--- config.mk ---
export PLATFORM = sky130hd
export DESIGN_NAME = ex_div
export DESIGN_NICKNAME = d
export VERILOG_FILES = /design/src/rtl/ex_div.sv
export SDC_FILE = /design/constraint.sdc
export NUM_CORES = 1
export LEC_CHECK = 0
export ABC_AREA = 1
export BUFFER_PORTS_ARGS = -buffer_cell sky130_fd_sc_hd__clkbuf_2
export CAP_MARGIN = 10
export CORE_MARGIN = 2
export CORE_UTILIZATION = 62
export DETAILED_ROUTE_END_ITERATION = 8
export HOLD_SLACK_MARGIN = 0.02
export PLACE_DENSITY = 0.87
export RECOVER_POWER = 100
export SLEW_MARGIN = 25
export SYNTH_ARGS = -nofsm -noshare
export SYNTH_HDL_FRONTEND = slang
export SYNTH_SLANG_ARGS = --single-unit
--- constraint.sdc ---
create_clock -name clk -period 15.1 [get_ports clk]
set_input_delay 0.755 -clock clk [delete_from_list [all_inputs] [get_ports clk]]
set_output_delay 0.755 -clock clk [all_outputs]
set_load 0.01 [all_outputs]
--- src/rtl/ex_div.sv ---
// 32-bit restoring divider for the EX stage: signed (DIV) or unsigned (DIVU),
// one quotient bit per clock, result held until the requester drops start_i.
module ex_div (
    input  logic        clk,
    input  logic        rst,
    input  logic        signed_div_i,
    input  logic [31:0] opdata1_i,
    input  logic [31:0] opdata2_i,
    input  logic        start_i,
    input  logic        annul_i,
    output logic [63:0] result_o,
    output logic        ready_o,
    output logic        stallreq_o
);

    // state  | meaning
    // IDLE   | waiting for a division request
    // BYZERO | divisor was zero, result forced to 0 on the next edge
    // ON     | 32 restoring iterations, then sign correction
    // END    | result valid, held until start_i drops or annul_i
    typedef enum logic [1:0] {IDLE, BYZERO, ON, END} state_t;

    state_t      state;
    logic [5:0]  cnt;
    logic [64:0] work;
    logic [31:0] divisor_mag;
    logic        sgn_mode;
    logic        neg_dividend;
    logic        neg_divisor;

    logic [31:0] dividend_in_mag;
    logic [31:0] divisor_in_mag;
    logic [32:0] diff;
    logic [31:0] quot_raw;
    logic [31:0] rem_raw;
    logic [31:0] quot_fix;
    logic [31:0] rem_fix;

    assign dividend_in_mag = (signed_div_i && opdata1_i[31]) ? (~opdata1_i + 32'd1) : opdata1_i;
    assign divisor_in_mag  = (signed_div_i && opdata2_i[31]) ? (~opdata2_i + 32'd1) : opdata2_i;

    // Top bit of diff set means the partial remainder is below the divisor.
    assign diff     = {1'b0, work[63:32]} - {1'b0, divisor_mag};
    assign quot_raw = work[31:0];
    assign rem_raw  = work[64:33];
    assign quot_fix = (sgn_mode && (neg_dividend ^ neg_divisor)) ? (~quot_raw + 32'd1) : quot_raw;
    assign rem_fix  = (sgn_mode && neg_dividend) ? (~rem_raw + 32'd1) : rem_raw;

    assign stallreq_o = start_i & ~ready_o & ~annul_i & ~rst;

    always_ff @(posedge clk or posedge rst) begin
        if (rst) begin
            state        <= IDLE;
            cnt          <= 6'd0;
            work         <= 65'd0;
            divisor_mag  <= 32'd0;
            sgn_mode     <= 1'b0;
            neg_dividend <= 1'b0;
            neg_divisor  <= 1'b0;
            result_o     <= 64'd0;
            ready_o      <= 1'b0;
        end else begin
            case (state)
                IDLE: begin
                    ready_o  <= 1'b0;
                    result_o <= 64'd0;
                    if (start_i && !annul_i) begin
                        if (opdata2_i == 32'd0) begin
                            state <= BYZERO;
                        end else begin
                            state        <= ON;
                            cnt          <= 6'd0;
                            work         <= {32'd0, dividend_in_mag, 1'b0};
                            divisor_mag  <= divisor_in_mag;
                            sgn_mode     <= signed_div_i;
                            neg_dividend <= opdata1_i[31];
                            neg_divisor  <= opdata2_i[31];
                        end
                    end
                end
                BYZERO: begin
                    if (annul_i) begin
                        state <= IDLE;
                    end else begin
                        state    <= END;
                        ready_o  <= 1'b1;
                        result_o <= 64'd0;
                    end
                end
                ON: begin
                    if (annul_i) begin
                        state <= IDLE;
                    end else if (cnt == 6'd32) begin
                        state    <= END;
                        ready_o  <= 1'b1;
                        result_o <= {rem_fix, quot_fix};
                    end else begin
                        work <= diff[32] ? {work[63:0], 1'b0}
                                         : {diff[31:0], work[31:0], 1'b1};
                        cnt  <= cnt + 6'd1;
                    end
                end
                END: begin
                    if (annul_i || !start_i) begin
                        state    <= IDLE;
                        ready_o  <= 1'b0;
                        result_o <= 64'd0;
                    end
                end
                default: begin
                    state    <= IDLE;
                    ready_o  <= 1'b0;
                    result_o <= 64'd0;
                end
            endcase
        end
    end

endmodule
==> run metrics <==
core box area=~0.022 mm^2; worst path arrival time=between 6 and 7 ns; CP most frequent cell=clkbuf_1; DIE HEIGHT=152 um; final clock skew=0.0118 ns; TritonCTS clock tree=yes; fin crit share=43.0%; synthesized flop and latch total=roughly 170; Yosys warning count=0; average size of a mapped cell=between 6 and 7 um^2; Critical Path Start=rst; Placer Congestion=around 0.94; nets=2383; TritonCTS Buffers=17; Post-DP Area=0.0143 mm^2; Worst R2R Setup Slack=9.07 ns; layout cells sized above 1=5.09%; post-CTS setup buffer count=0; final instance area=about 0.015 mm^2; number of global-route vias before repair=12549; vias=14203; min-delay worst type=flop to flop; Yosys top cell by area=dfrtp_1; count leader, synth=nand2_1; actual slew at the worst max-slew pin=approximately 4.2 ns; Initial Util=62.5%; Syn Inst Count=2169; vias per cell=between 5 and 6; Final Critical Period=6.49 ns; post-cts sizing count=0; max-slew violations=389; top post-synthesis cells by area=dfrtp_1 32%, nand2_1 21%, inv_1 8.8%; antenna cells=0; final number of setup-violating endpoints=0; Detailed Place HPWL=29800 um; pre-CTS setup slack=11.74 ns; full die area=0.0230 mm^2; fin util=68.4%; Max Clk Rate=154 MHz; setup TNS=0 ns; placed cell count=2530; setup ws final=8.61 ns; FILL cells=2036; Min-Delay Startpoint=result_o[28]$_DFFE_PP0P_; number of flops mapped to enable cells by yosys=0; Synth async-reset ratio=100%; initial DRC count=1434; Yosys cell types=39; cell chain of the critical path=clkbuf_1 -> clkinvlp_2 -> clkbuf_1; final WL=between 30000 and 40000 um; post-route ant nets=0; Max FO, Critical Path=98; final hold viol count=0; CTS hold repair buffers=0; violated checks=max-capacitance violations, max-slew violations; # rows=54; sequential area share after synthesis=32.0%; grt total ovfl=0; I/O pin cnt=135; Crit-path slowest cell=clkbuf_1; Port-buffer cells=between 100 and 150; Area Growth Syn to Fin=9.48%; Crit Path Class=input port to asynchronous set/reset pin; synthesized cell area=0.0135 mm^2; CTS sink cnt=roughly 170; WP data required=about 15 ns; status=finished with violations; clock buffer depth=2; Max Cap Viol=6; R2R Path Start=state[0]$_DFFE_PP0P_; clk_lat worst skew=0.44 ns; drt wl/cell=15.0 um; largest net degree at the start of global routing=a little under 100; Worst Path Buf+Inv=3; CP endpoint kind=asynchronous set/reset pin; H-tree Lvls=4; DRT Pass-1 Iters=5; P_leak=between 8 and 9 nW; crit-path max cell delay=around 2.9 ns; first-pass GRT wire length=61600 um; ys flop type=dfrtp_1; Total Routing Usage GR=about a third; Remaining DRCs=0; Die W=152 um; crit path launch type=input port; Root Driver=clkbuf_16; Cell Pwr Density=172 mW/mm^2; post-synthesis net count=2283; kind of cell adding the most delay to the critical path=buffers and inverters; unrepaired setup endpoints after global routing=false; VDD IR max=0.0994 mV; antenna violations before repair=0; Commonest cells post-synth=768 x nand2_1, 317 x inv_1, 217 x nand3_1, 214 x nor2_1, 173 x dfrtp_1; Slew headroom=-184%; clock-pin slew on the worst setup and hold paths=~0.070 ns; Final Instance Count excl. Fillers=2561; share of the synthesized area in the top cell type=32.0%
==> through the flow <==
| step | total power, W | hold WS [ns] |
|---|---|---|
| after detailed placement | 0.00205 | 0.466 |
| after CTS | 0.00254 | 0.485 |
| after global placement | 0.00201 | 0.462 |
| after floorplan | 0.00170 | 0.449 |
| final | 0.00255 | 0.480 |
| after global routing | 0.00276 | 0.509 |
==> power breakdown <==
group / total (W) / switching [W] / internal, W
Combinational: 0.00133 / 0.000924 / 0.000405
Clock: 0.000481 / 0.000200 / 0.000281
Sequential: 0.000739 / 0.000130 / 0.000609
==> area by class of cell <==
| type | count | area (um^2) | area share [%] |
|---|---|---|---|
| clock buffers | 18 | 429 | 2.90 |
| clock inverters | 13 | 205 | 1.39 |
| inverters | 320 | 1200 | 8.13 |
| multi-input cells | 1614 | 7640 | 51.7 |
| flip-flops and latches | 173 | 4330 | 29.3 |
| well taps | 280 | 350 | 2.37 |
| repair buffers | 143 | 636 | 4.30 |
==> layout by cell type (no fill, tap or decap), types with 2 or more instances in the layout <==
cell / n
nand2_1: 768
inv_1: 318
nand3_1: 218
nor2_1: 215
dfrtp_1: 173
o21ai_0: 126
clkbuf_1: 73
clkbuf_2: 67
xor2_1: 53
a21oi_1: 53
ha_1: 44
nand4_1: 26
nor3_1: 22
xnor2_1: 20
o211ai_1: 18
clkbuf_16: 17
nand3b_1: 6
o31ai_1: 5
a22o_1: 5
o21ai_1: 5
inv_6: 5
or2_2: 4
nand2_2: 4
o21bai_1: 4
bufinv_16: 4
buf_4: 4
nor2_2: 3
nor4_1: 3
and2_1: 3
a31oi_1: 2
clkinv_4: 2
==> routing by layer <==
layer,share of wire [%],global-route usage (%),up-vias
li1,-,-,7009
met1,46,52.3,6480
met3,11,5.54,50
met5,0,0,-
met4,1.3,6.99,0
met2,42,49.8,664
==> path summary, 6_finish.rpt <==
kind	depth (start not counted)	to
max in group clk	12	work[60]$_DFFE_PP0P_
setup reg to reg	12	work[60]$_DFFE_PP0P_
setup / recovery	3	work[46]$_DFFE_PP0P_
min in group asynchronous	2	neg_divisor$_DFFE_PP0P_
hold reg to reg	2	result_o[28]$_DFFE_PP0P_
hold / removal	2	result_o[28]$_DFFE_PP0P_
==> worst register-to-register path: cells and delay by family, from the launching register on <==
family / cells / cell delay (ns)
compound gates: 1 / 0.20
fa+ha+maj: 1 / 0.64
buf+inv: 4 / 2.15
flops: 1 / 0.42
simple gates: 6 / 2.54
==> sequential cells by signal, indices dropped and copies added, names as in the netlist <==
name          cells
work             65
result_o         64
divisor_mag      32
cnt               6
state             2
neg_dividend      1
neg_divisor       1
ready_o           1
sgn_mode          1
==> cells by family after synthesis <==
kind of cell	Yosys count	share of synthesized area (%)
buffers and inverters	382	11.3
flip-flops	173	32.0
AND/OR/NAND/NOR	1273	38.7
AO/OA/AOI/OAI	223	9.03
XOR/XNOR	73	4.73
adder cells (fa/ha/maj)	45	4.22
No activity file was read; power rests on OpenSTA's default activity.
